===== src/rtl/decoder_scan_pkg.sv =====
// Shared types and constants for the decoder channel-select scanner.
package decoder_scan_pkg;

    localparam int unsigned NUM_CH = 8;
    localparam int unsigned CODE_W = 3;

    localparam logic [CODE_W-1:0] FIRST_UP = 3'd0;
    localparam logic [CODE_W-1:0] FIRST_DN = 3'd7;

    typedef enum logic [1:0] {
        IDLE = 2'd0,
        SCAN = 2'd1,
        DONE = 2'd2
    } scan_state_e;

endpackage


===== src/rtl/sel_next_finder.sv =====
// Finds the nearest enabled channel from a starting code in the given direction.
module sel_next_finder
    import decoder_scan_pkg::*;
(
    input  logic [CODE_W-1:0] i_cur,
    input  logic              i_dir,
    input  logic [NUM_CH-1:0] i_mask,
    input  logic              i_incl,
    output logic [CODE_W-1:0] o_code,
    output logic              o_found
);

    logic [CODE_W-1:0] w_idx;
    logic              w_beyond;

    // Candidates are visited in sweep order so the first hit is the nearest one.
    always_comb begin
        o_code   = i_cur;
        o_found  = 1'b0;
        w_idx    = '0;
        w_beyond = 1'b0;
        for (int unsigned i = 0; i < NUM_CH; i++) begin
            w_idx = i_dir ? CODE_W'(NUM_CH - 1 - i) : CODE_W'(i);
            if (i_dir) begin
                w_beyond = i_incl ? (w_idx <= i_cur) : (w_idx < i_cur);
            end else begin
                w_beyond = i_incl ? (w_idx >= i_cur) : (w_idx > i_cur);
            end
            if (!o_found && w_beyond && !i_mask[w_idx]) begin
                o_code  = w_idx;
                o_found = 1'b1;
            end
        end
    end

endmodule


===== src/rtl/decoder_sel_scanner.sv =====
// Sweeps 3-bit select codes for the downstream 3-to-8 decoder with dwell, skip mask and wrap.
module decoder_sel_scanner
    import decoder_scan_pkg::*;
#(
    parameter int unsigned DWELL_W = 4
) (
    input  logic               clk,
    input  logic               rst_n,
    input  logic               start,
    input  logic               stop,
    input  logic               mode,
    input  logic               dir,
    input  logic [DWELL_W-1:0] dwell,
    input  logic [NUM_CH-1:0]  skip_mask,
    output logic               a,
    output logic               b,
    output logic               c,
    output logic               sel_valid,
    output logic               busy,
    output logic               done
);

    scan_state_e        r_state;
    logic [CODE_W-1:0]  r_code;
    logic [DWELL_W-1:0] r_cnt;
    logic               r_mode;
    logic               r_dir;
    logic [DWELL_W-1:0] r_dwell;
    logic [NUM_CH-1:0]  r_mask;
    logic               r_sel_valid;
    logic               r_busy;
    logic               r_done;

    logic               w_first_dir;
    logic [NUM_CH-1:0]  w_first_mask;
    logic [CODE_W-1:0]  w_first_cur;
    logic [CODE_W-1:0]  w_first_code;
    logic               w_first_found;
    logic [CODE_W-1:0]  w_next_code;
    logic               w_next_found;

    // First-channel lookup uses live inputs in IDLE and the latched config for wrap.
    assign w_first_dir  = (r_state == IDLE) ? dir : r_dir;
    assign w_first_mask = (r_state == IDLE) ? skip_mask : r_mask;
    assign w_first_cur  = w_first_dir ? FIRST_DN : FIRST_UP;

    sel_next_finder u_first (
        .i_cur   (w_first_cur),
        .i_dir   (w_first_dir),
        .i_mask  (w_first_mask),
        .i_incl  (1'b1),
        .o_code  (w_first_code),
        .o_found (w_first_found)
    );

    sel_next_finder u_next (
        .i_cur   (r_code),
        .i_dir   (r_dir),
        .i_mask  (r_mask),
        .i_incl  (1'b0),
        .o_code  (w_next_code),
        .o_found (w_next_found)
    );

    always_ff @(posedge clk or negedge rst_n) begin
        if (!rst_n) begin
            r_state     <= IDLE;
            r_code      <= '0;
            r_cnt       <= '0;
            r_mode      <= 1'b0;
            r_dir       <= 1'b0;
            r_dwell     <= '0;
            r_mask      <= '0;
            r_sel_valid <= 1'b0;
            r_busy      <= 1'b0;
            r_done      <= 1'b0;
        end else begin
            case (r_state)
                IDLE: begin
                    r_done <= 1'b0;
                    if (start && !stop) begin
                        r_mode  <= mode;
                        r_dir   <= dir;
                        r_dwell <= dwell;
                        r_mask  <= skip_mask;
                        r_cnt   <= '0;
                        if (w_first_found) begin
                            r_code      <= w_first_code;
                            r_sel_valid <= 1'b1;
                            r_busy      <= 1'b1;
                            r_state     <= SCAN;
                        end else begin
                            r_done  <= 1'b1;
                            r_state <= DONE;
                        end
                    end
                end
                SCAN: begin
                    if (stop) begin
                        r_sel_valid <= 1'b0;
                        r_busy      <= 1'b0;
                        r_cnt       <= '0;
                        r_state     <= IDLE;
                    end else if (r_cnt == r_dwell) begin
                        r_cnt <= '0;
                        if (w_next_found) begin
                            r_code <= w_next_code;
                        end else if (r_mode) begin
                            r_code <= w_first_code;
                        end else begin
                            r_sel_valid <= 1'b0;
                            r_busy      <= 1'b0;
                            r_done      <= 1'b1;
                            r_state     <= DONE;
                        end
                    end else begin
                        r_cnt <= r_cnt + DWELL_W'(1);
                    end
                end
                DONE: begin
                    r_done  <= 1'b0;
                    r_state <= IDLE;
                end
                default: begin
                    r_sel_valid <= 1'b0;
                    r_busy      <= 1'b0;
                    r_done      <= 1'b0;
                    r_state     <= IDLE;
                end
            endcase
        end
    end

    assign a         = r_code[2];
    assign b         = r_code[1];
    assign c         = r_code[0];
    assign sel_valid = r_sel_valid;
    assign busy      = r_busy;
    assign done      = r_done;

endmodule

===== config.mk =====
export PLATFORM = sky130hd
export DESIGN_NAME = decoder_sel_scanner
export DESIGN_NICKNAME = d
export VERILOG_FILES = /design/src/rtl/decoder_scan_pkg.sv /design/src/rtl/sel_next_finder.sv /design/src/rtl/decoder_sel_scanner.sv
export SDC_FILE = /design/constraint.sdc
export NUM_CORES = 1
export LEC_CHECK = 0
export BUFFER_PORTS_ARGS = -buffer_cell sky130_fd_sc_hd__clkbuf_2
export CAP_MARGIN = 20
export CORE_ASPECT_RATIO = 0.75
export CORE_MARGIN = 1
export CORE_UTILIZATION = 30
export DETAILED_ROUTE_END_ITERATION = 8
export SLEW_MARGIN = 5
export SYNTH_ARGS = -nofsm -noshare
export SYNTH_HDL_FRONTEND = slang
export SYNTH_HIERARCHICAL = 1
export SYNTH_SLANG_ARGS = --single-unit

===== constraint.sdc =====
create_clock -name clk -period 10.23 [get_ports clk]
set_clock_uncertainty 0.15 [all_clocks]
set_input_delay 2.046 -clock clk [delete_from_list [all_inputs] [get_ports clk]]
set_output_delay 2.046 -clock clk [all_outputs]
set_load 0.1 [all_outputs]

; ---- After elaboration in Yosys (flattened, before gate mapping)
; Index checks and enable logic that the tools add are counted.
[totals]
register_bits = 25
in_bits = 18
word_cells = 272
out_inout_bits = 6
[op_classes]
addsub = 1
reduce_logical = 70
n_eq_ne = 14
bitwise_logic = 1
n_mux = 129
magnitude_cmp = 48
[ops]
columns = cell, count
row1 = 3-bit 2-to-1 mux, 37
row2 = "3-bit by 4-bit less-than comparator with 1-bit output, second input constant", 16
row3 = 1-bit 2-to-1 mux, 61
row4 = 1-bit binary-select mux with 3-bit select, 16
row5 = 1-bit logical AND, 31
row6 = 1-bit logical NOT, 31
row7 = 3-bit >= comparator, 8
row8 = 3-bit > comparator, 8
row9 = 3-bit less-or-equal comparator, 8
row10 = 3-bit less-than comparator, 8
row11 = 2-bit 2-to-1 mux, 6
row12 = 4-bit 2-to-1 mux, 3
row13 = "10-bit != test, second input constant", 1
row14 = "3-bit != test, second input constant", 3
row15 = 8-bit 2-to-1 mux, 1
row16 = "2-bit != test, second input constant", 4
row17 = 4-bit case mux with 2 select lines, 1
row18 = 4-bit AND reduction, 2
row19 = 7-bit AND reduction, 1
row20 = 3-bit case mux with 2 select lines, 1
row21 = 6-bit AND reduction, 1
row22 = "4-bit by 1-bit adder with 4-bit output, second input constant", 1
row23 = 4-bit equality test, 1
row24 = "2-bit by 1-bit != test with 1-bit output, second input constant", 2
row25 = other kinds (10), 11

; ---- Logic depth before layout (Yosys ltp)
; Gate-level depths: netlist (run 1).
[depth]
ltp_word = 41
depth_mapped = 16
mapped_depth_nobuf = 13

; ---- Hierarchy
; The synthesis (run 1) kept the hierarchy.
[by_module_without_submodules]
columns = mod, area_each_um2, n_inst, cells_each, seq_area_each_um2
row1 = decoder_sel_scanner, 1282.5, 1, 101, 625.6
row2 = sel_next_finder (u_next), 1001.0, 1, 134, 0.0
row3 = sel_next_finder (u_first), 864.6, 1, 121, 0.0

; ---- Least setup slack after synthesis (run 1)
; No wires, ideal clock.
[synth_timing]
path_type = input to register
startpoint = input port dir
endpoint = register r_code[0]
path_slack_ns = 4.570
n_path_buf = 2
setup_ns = 0.126
arrival_ns = 5.384
t_required_ns = 9.954
cell_stages = 13
cell_sequence = mux2_2 > buf_2 > inv_1 > ha_1 > buf_6 > and3b_1 > a211o_1 > a311oi_2 > a21boi_0 > mux2_2 > o32a_1 > mux2_2 > mux2_2
[synth_between]
elab_chain_cells = 40
word_cells_on_any_way = 103
cone_classes = 16 x order compare / 1 x eq/ne / 55 x mux / 31 x reduce/logical
[synth_lines]
columns = item, line
row1 = "start, declared", decoder_sel_scanner.sv:12  ; input logic dir,
row2 = 1-bit 2-to-1 mux (*), decoder_sel_scanner.sv:43  ; assign w_first_dir = (r_state == IDLE) ? dir : r_dir;
row3 = 3-bit 2-to-1 mux, "sel_next_finder.sv:23, decoder_sel_scanner.sv:45"
row4 = 1-bit binary-select mux with 3-bit select, sel_next_finder.sv:29  ; if (!o_found && w_beyond && !i_mask[w_idx]) begin
row5 = 1-bit 2-to-1 mux (not written as such), sel_next_finder.sv:29
row6 = 1-bit logical NOT, sel_next_finder.sv:29
row7 = 1-bit logical AND, sel_next_finder.sv:29
row8 = 1-bit 2-to-1 mux, sel_next_finder.sv:29
row9 = 1-bit logical NOT, sel_next_finder.sv:29
row10 = [24 not listed], -
row11 = 1-bit logical AND (2 in a row), sel_next_finder.sv:29
row12 = 3-bit 2-to-1 mux (*), sel_next_finder.sv:29
row13 = via w_first_code[0], decoder_sel_scanner.sv:37  ; logic [CODE_W-1:0] w_first_code;
row14 = 3-bit 2-to-1 mux, decoder_sel_scanner.sv:108  ; end else if (r_mode) begin
row15 = 3-bit 2-to-1 mux, decoder_sel_scanner.sv:106  ; if (w_next_found) begin
row16 = 3-bit 2-to-1 mux, decoder_sel_scanner.sv:104  ; end else if (r_cnt == r_dwell) begin
row17 = 3-bit 2-to-1 mux, decoder_sel_scanner.sv:99  ; if (stop) begin
row18 = 3-bit case mux with 2 select lines (*), decoder_sel_scanner.sv:78  ; case (r_state)
row19 = "end signal, assigned", decoder_sel_scanner.sv:88  ; r_code <= w_first_code;
row20 = "end signal, assigned", decoder_sel_scanner.sv:107  ; r_code <= w_next_code;
row21 = "end signal, assigned", decoder_sel_scanner.sv:109  ; r_code <= w_first_code;
row22 = "end, declared", decoder_sel_scanner.sv:24  ; logic [CODE_W-1:0] r_code;
; Mark *: on every way through the listed nets, which the timed path passes. The rest lies on a longest branch. The select of a mux whose other input is x is not followed.
; A chain may end at the register's enable or synchronous reset.

; ---- Final worst setup path (run 1)
[layout_timing]
startpoint = input port dir
endpoint = register r_code[0]
[layout_between]
elab_chain_cells = 40
word_cells_on_any_way = 103
cone_classes = 16 x order compare / 1 x eq/ne / 55 x mux / 31 x reduce/logical
[layout_lines]
columns = item, line
row1 = 1-bit 2-to-1 mux (*), decoder_sel_scanner.sv:43
row2 = via w_first_dir, decoder_sel_scanner.sv:34  ; logic w_first_dir;
row3 = 3-bit 2-to-1 mux, "sel_next_finder.sv:23, decoder_sel_scanner.sv:45"
row4 = 1-bit binary-select mux with 3-bit select, sel_next_finder.sv:29
row5 = 1-bit 2-to-1 mux (not written as such), sel_next_finder.sv:29
row6 = 1-bit logical NOT, sel_next_finder.sv:29
row7 = 1-bit logical AND, sel_next_finder.sv:29
row8 = 1-bit 2-to-1 mux, sel_next_finder.sv:29
row9 = [25 not listed], -
row10 = 1-bit logical AND (2 in a row), sel_next_finder.sv:29
row11 = 3-bit 2-to-1 mux (*), sel_next_finder.sv:29
row12 = via w_first_code[0], decoder_sel_scanner.sv:37
row13 = 3-bit 2-to-1 mux, decoder_sel_scanner.sv:108
row14 = 3-bit 2-to-1 mux, decoder_sel_scanner.sv:106
row15 = 3-bit 2-to-1 mux, decoder_sel_scanner.sv:104
row16 = 3-bit 2-to-1 mux, decoder_sel_scanner.sv:99
row17 = 3-bit case mux with 2 select lines (*), decoder_sel_scanner.sv:78
; Marks and branches as above.

==> qor.csv, run 1 <==
metric,value,unit
ant_nets,0,
cpPeakStageDelay,630,ps
dieWidth,120,um
htreeDepth,1,
path_common_cell,mux2_2,
setup_viol,0,
critPathMaxFanout,36,
synth_edf_count,0,
design.portCount,24,
grt_usage,15.2,%
clock_sinks,25,
synth_area_per_cell,8.84,um2
path_clk_slew,60,ps
period_minus_slack,6180,ps
hpwl,6320,um
drt_iter0_drc,376,
grt_overflow,0,
cp.arrival,6170,ps
status,finished clean,
max-clock-path-buffers,2,
fin_nets,401,
grt_pass1_vias,2594,
clock_latency,250,ps
cts_hold_buf,0,
fin_tns_setup,0,ps
route.detailed.drc,0,
place_congestion,0.870,
grt_pass1_wl,13700,um
pre_cts_ws,3830,ps
area_growth,7.67,%
crit_chain,"clkbuf_2, mux2_2, inv_1, ha_1, o21bai_1, a221o_1, a211oi_2, or2_2, a21boi_0, mux2_2, o32a_1, mux2_2, mux2_2",
seq_area_frac_synth,19.9,%
rsz0062_at_grt,no,
port_buffers,23,
root_buffer,clkbuf_16,
path_class,primary input to register,
core-area,9930,um2
post-route-period-util,60.4,%
ys.flop_type,dfrtp_1,
vias,2908,
die_area,10900,um2
layout_setup_ws,4050,ps
crit_slowest_cell,mux2_2,
ys_warn_count,6,
worstMarginPinSlew,1040,ps
slew_headroom,30.3,%
final_util,34.1,%
end_kind,register,
die_h,90.7,um
fmax,0.162,GHz
hold_viol_final,0,
antenna_found_initial,0,
totalWireLength,8230,um
design_area,3390,um2
syn-cell-area,3150,um2
synthArstFlopShare,100,%
insertedDiodeCount,0,
yosysUniqueCellTypes,84,
holdCritPathClass,register to register,
row_count,31,
report.final.slew_viol_count,0,
grt_max_degree,37,
drt_first_pass_iters,5,
cts_resized,0,
ys_seq_elements,25,
drive_above_1_share,24.1,%
post-cts-setup-buffers,0,
cap_violations,0,
rrSetupSlack,4960,ps
wl_per_cell,16.4,um
cp_data_required_time,10220,ps
dpl-instance-area,3310,um2
cts_buffers,3,
startpoint_type,primary input,
synth_cells,356,
detail_route.vias_per_cell,5.80,
cts_tree,done,
start_util,31.7,%
[flip-flops by register name (all words and copies together) (netlist names)]
register	cells
r_dir	1
r_dwell	4
done	1
r_code	3
r_mask	8
busy	1
r_mode	1
r_state	2
r_cnt	4
[per-layer routing]
layer / vias to the layer above / share of wire (%) / global-route usage (%)
met5: - / 0 / 0
met4: 0 / 0.51 / 1.44
met3: 8 / 5.6 / 2.40
met2: 94 / 42 / 21.7
met1: 1423 / 52 / 23.9
li1: 1383 / - / -
[logic make-up after synthesis]
logic type	after synthesis	share of synthesized area (%)
compound gates	119	30.8
xor+xnor	5	1.39
fa+ha+maj	13	5.17
buf+inv	36	6.48
flops	25	19.9
mux	44	15.3
other cells	2	0.239
simple gates	112	20.8
[cells in the mapped netlist (3+ instances only)]
cell type,instances,area [um2]
o211ai_1,3,22.5
o21ai_0,17,85.1
a211oi_1,5,37.5
a21oi_1,13,65.1
a31oi_1,7,43.8
o21ai_1,4,20.0
mux2_2,32,360
o21bai_1,6,45.0
a21boi_0,3,22.5
inv_1,16,60.1
a211o_1,6,52.6
dfrtp_1,25,626
o32ai_1,4,35.0
nor4_1,5,31.3
nand2_1,21,78.8
nor2b_1,8,50.1
ha_1,13,163
and2_1,4,25.0
o21a_1,3,22.5
nand3_1,7,35.0
mux2i_1,12,120
a32oi_1,3,26.3
a21o_1,3,22.5
nor2_1,19,71.3
a311oi_2,3,45.0
a221o_1,3,30.0
o31ai_1,3,22.5
a311oi_1,3,26.3
o22ai_1,3,18.8
buf_6,7,78.8
nor3_1,9,45.0
xnor2_1,4,35.0
nor3b_1,3,22.5
buf_2,7,35.0
nand2b_1,10,62.6
[worst paths after layout]
| path | end | cells after the start | startpoint |
|---|---|---|---|
| setup / recovery | r_code[0] | 13 | dir |
| hold / removal | done | 2 | done |
| setup reg to reg | r_code[0] | 13 | r_state[0] |
| hold reg to reg | done | 2 | done |
| max in group asynchronous | r_cnt[2] | 1 | rst_n |
| min in group asynchronous | r_dwell[0] | 1 | rst_n |
[layout make-up]
class	instances	area [um2]
fillers	1049	6540
clock buffers	4	78.8
inverters	17	63.8
flip-flops and latches	25	626
well taps	132	165
repair buffers	24	123
multi-input cells	299	2330
[placed cells by master, fill, tap and decap left out, types with 7 or more instances in the layout]
cell	n
nand2_1	21
nor3_1	9
nand2b_1	10
mux2_2	32
dfrtp_1	25
mux2i_1	12
inv_1	16
o21ai_0	17
nor2b_1	8
nor2_1	19
nand3_1	7
ha_1	13
a21oi_1	13
clkbuf_2	23
a31oi_1	7
[critical path: cells and delay by family]
family	cells	cell delay (ps)
simple gates	1	310
mux	4	1500
buf+inv	2	440
fa+ha+maj	1	530
compound gates	5	1320
[per-stage QoR]
step	std cells	hold WS, ps
final	501	380
after global routing	501	409
after CTS	501	386
after detailed placement	497	375
after global placement	497	366
after floorplan	360	352
Power of run 1 is left out: the tool's default activity adds up to more than one toggle a clock period on the data nets, which glitch-free logic cannot reach.
==> inputs of run 2 (changes only) <==
--- a/config.mk
+++ b/config.mk
@@ -5,6 +5,7 @@
 export SDC_FILE = /design/constraint.sdc
 export NUM_CORES = 1
 export LEC_CHECK = 0
+export ABC_AREA = 1
 export BUFFER_PORTS_ARGS = -buffer_cell sky130_fd_sc_hd__clkbuf_2
 export CAP_MARGIN = 20
 export CORE_ASPECT_RATIO = 0.75
==> constraint.sdc (replaced) <==
create_clock -name clk -period 5.1 [get_ports clk]
set_clock_uncertainty 0.15 [all_clocks]
set_input_delay 1.02 -clock clk [delete_from_list [all_inputs] [get_ports clk]]
set_output_delay 1.02 -clock clk [all_outputs]
set_load 0.1 [all_outputs]
==> qor.csv, run 2 <==
metric,value,unit,change
vias,3193,,was 2908
crit_chain,"clkbuf_2, inv_1, o21ai_2, buf_4, inv_1, ha_1, nor2_4, nand2_1, nand3_1, nand3_1, nand2_2, nand2_4, nor2_8, inv_2, nor3_4, nand3_2, nor2_2, nor2_1, a21oi_2, nand2_1, nand2_1, nand4_1, nand2_1",,"was clkbuf_2, mux2_2, inv_1, ha_1, o21bai_1, a221o_1, a211oi_2, or2_2, a21boi_0, mux2_2, o32a_1, mux2_2, mux2_2"
ant_nets,0,,unchanged
critPathMaxFanout,20,,was 36
cts_resized,0,,unchanged
setup_viol,0,,unchanged
die_area,11200,um2,was 10900 um2
ys_warn_count,6,,unchanged
totalWireLength,7440,um,was 8230 um
synth_top_cells_by_count,"nand2_1 (170), inv_1 (69), nand3_1 (39), o21ai_0 (39), nor2_1 (36)",,"was mux2_2 (32), dfrtp_1 (25), nand2_1 (21), nor2_1 (19), o21ai_0 (17)"
whs,328,ps,was 380 ps
crit_slowest_cell,o21ai_2,,was mux2_2
ys.flop_type,dfrtp_1,,unchanged
path_delay_family,simple AND/OR/NAND/NOR gates,,was multiplexers
grt_usage,14.0,%,was 15.2%
end_kind,register,,unchanged
holdCritPathClass,register to register,,unchanged
route.detailed.drc,0,,unchanged
die_h,92.1,um,was 90.7 um
grt_pass1_vias,2869,,was 2594
port_buffers,23,,unchanged
synth_cells,531,,was 356
regMostFlops,r_mask,,unchanged
row_count,32,,was 31
synth_top_cell_area_share,19.7,%,was 19.9%
yosysUniqueCellTypes,42,,was 84
rsz0062_at_grt,no,,unchanged
netlist_top_cells_area,"nand2_1 (20%), dfrtp_1 (19%), inv_1 (8.0%)",,"was dfrtp_1 (20%), mux2_2 (11%), ha_1 (5.2%)"
cts_buffers,3,,unchanged
fin_nets,584,,was 401
clock_sinks,25,,unchanged
design.portCount,24,,unchanged
wl_per_cell,10.8,um,was 16.4 um
synth_top_area_cell,nand2_1,,was dfrtp_1
cts_hold_buf,0,,unchanged
drt_iter0_drc,194,,was 376
pre_cts_ws,610,ps,was 3830 ps
synth_edf_count,0,,unchanged
hpwl,5930,um,was 6320 um
status,finished clean,,unchanged
post-route-period-util,83.2,%,
synthArstFlopShare,100,%,unchanged
core-area,10400,um2,was 9930 um2
cp.arrival,4290,ps,was 6170 ps
final_common_cell,nand2_1,,was mux2_2
final_util,34.1,%,about the same
synth.most_common_cell,nand2_1,,was mux2_2
slew_headroom,58.4,%,was 30.3%
seq_area_frac_synth,19.3,%,was 19.9%
antenna_found_initial,0,,unchanged
period_minus_slack,4240,ps,
startpoint_type,primary input,,unchanged
top_regs,"r_mask (8), r_cnt (4), r_dwell (4)",,unchanged
drive_above_1_share,17.4,%,was 24.1%
cap_violations,0,,unchanged
root_buffer,clkbuf_16,,unchanged
layout_setup_ws,858,ps,was 4050 ps
fmax,0.236,GHz,
detail_route.vias_per_cell,4.64,,was 5.80
path_common_cell,nand2_1,,was mux2_2
area_growth,9.33,%,was 7.67%
ys_seq_elements,25,,unchanged
post-cts-setup-buffers,0,,unchanged
dieWidth,122,um,was 120 um
path_class,primary input to register,,unchanged
hold_viol_final,0,,unchanged
start_util,31.2,%,was 31.7%
grt_overflow,0,,unchanged
grt_max_degree,32,,was 37
syn-cell-area,3250,um2,was 3150 um2
synth_area_per_cell,6.11,um2,was 8.84 um2
htreeDepth,1,,unchanged
layout_common_cells,"nand2_1 (170), inv_1 (69), nand3_1 (39)",,"was mux2_2 (32), dfrtp_1 (25), clkbuf_2 (23)"
worstMarginPinSlew,624,ps,was 1040 ps
cts_tree,done,,unchanged
grt_pass1_wl,12900,um,was 13700 um
drt_first_pass_iters,5,,unchanged
cpPeakStageDelay,450,ps,was 630 ps
largest_reg_flops,8,,unchanged
fin_tns_setup,0,ps,unchanged
max-clock-path-buffers,2,,unchanged
cp_data_required_time,5150,ps,was 10220 ps
insertedDiodeCount,0,,unchanged
place_congestion,0.870,,about the same
path_clk_slew,70,ps,was 60 ps
critPathBufInv,5,,was 2
clock_latency,260,ps,was 250 ps
report.final.slew_viol_count,0,,unchanged
run 2: changes by cell type in the layout (fill, tap and decap cells not counted), sizes merged, moves of 9 or more:
cell	delta
a21oi	+15
inv	+64
mux2	-32
mux2i	-12
nand2	+160
nand2b	-11
nand3	+39
nor2	+36
nor2b	-9
o21ai	+24
run 2: cell families (layout without fill, tap and decap cells):
family	count (synthesis)	in the layout	synth area share (%)
AND/OR/NAND/NOR	298	298	44.1
buffers and inverters	100	111	13.5
AO/OA/AOI/OAI	92	92	17.6
flip-flops	25	25	19.3
adder cells (fa/ha/maj)	13	13	5.01
other	2	12	0.231
XOR/XNOR	1	1	0.270
run 2: worst paths after layout:
kind	from	to	slack, ps	cells after the start
min in group asynchronous	rst_n	r_dwell[0]	610	1
worst min-delay path	done	done	330	2
worst min register to register	done	done	330	2
max in group asynchronous	rst_n	r_mask[1]	3780	1
worst max-delay path	dir	r_code[1]	860	23
worst max register to register	r_state[1]	r_code[1]	920	23
run 2: area by class of cell:
cell class,count,area [um2]
inverters,82,317
repair buffers,25,130
clock buffers,3,75.1
fillers,1157,6860
multi-input cells,416,2220
flip-flops and latches,25,626
well taps,136,170
clock inverters,1,7.51
run 2: metrics by stage:
stage                     instances  instance area [um2]
final                           688                 3550
after global routing            688                 3550
after CTS                       688                 3550
after detailed placement        684                 3470
after global placement          684                 3470
after floorplan                 541                 3280
run 2: worst reg2reg max path: stages (launching register included):
cell	delay [ps]
dfrtp_1	440
nor2_2	190
inv_2	180
o21ai_2	470
buf_4	350
inv_1	110
ha_1	420
nor2_4	200
nand2_1	100
nand3_1	100
nand3_1	100
nand2_2	120
nand2_4	90
nor2_8	100
inv_2	60
nor3_4	210
nand3_2	140
nor2_2	110
nor2_1	70
a21oi_2	130
nand2_1	60
nand2_1	60
nand4_1	90
nand2_1	80
run 2: layer usage:
layer | routed length, um | global-route usage (%)
met4 | 59 | 2.85
met3 | 384 | 2.05
met5 | 0 | 0
met1 | 3740 | 19.7
met2 | 3250 | 22.6
Power of run 2 is left out for the same reason.
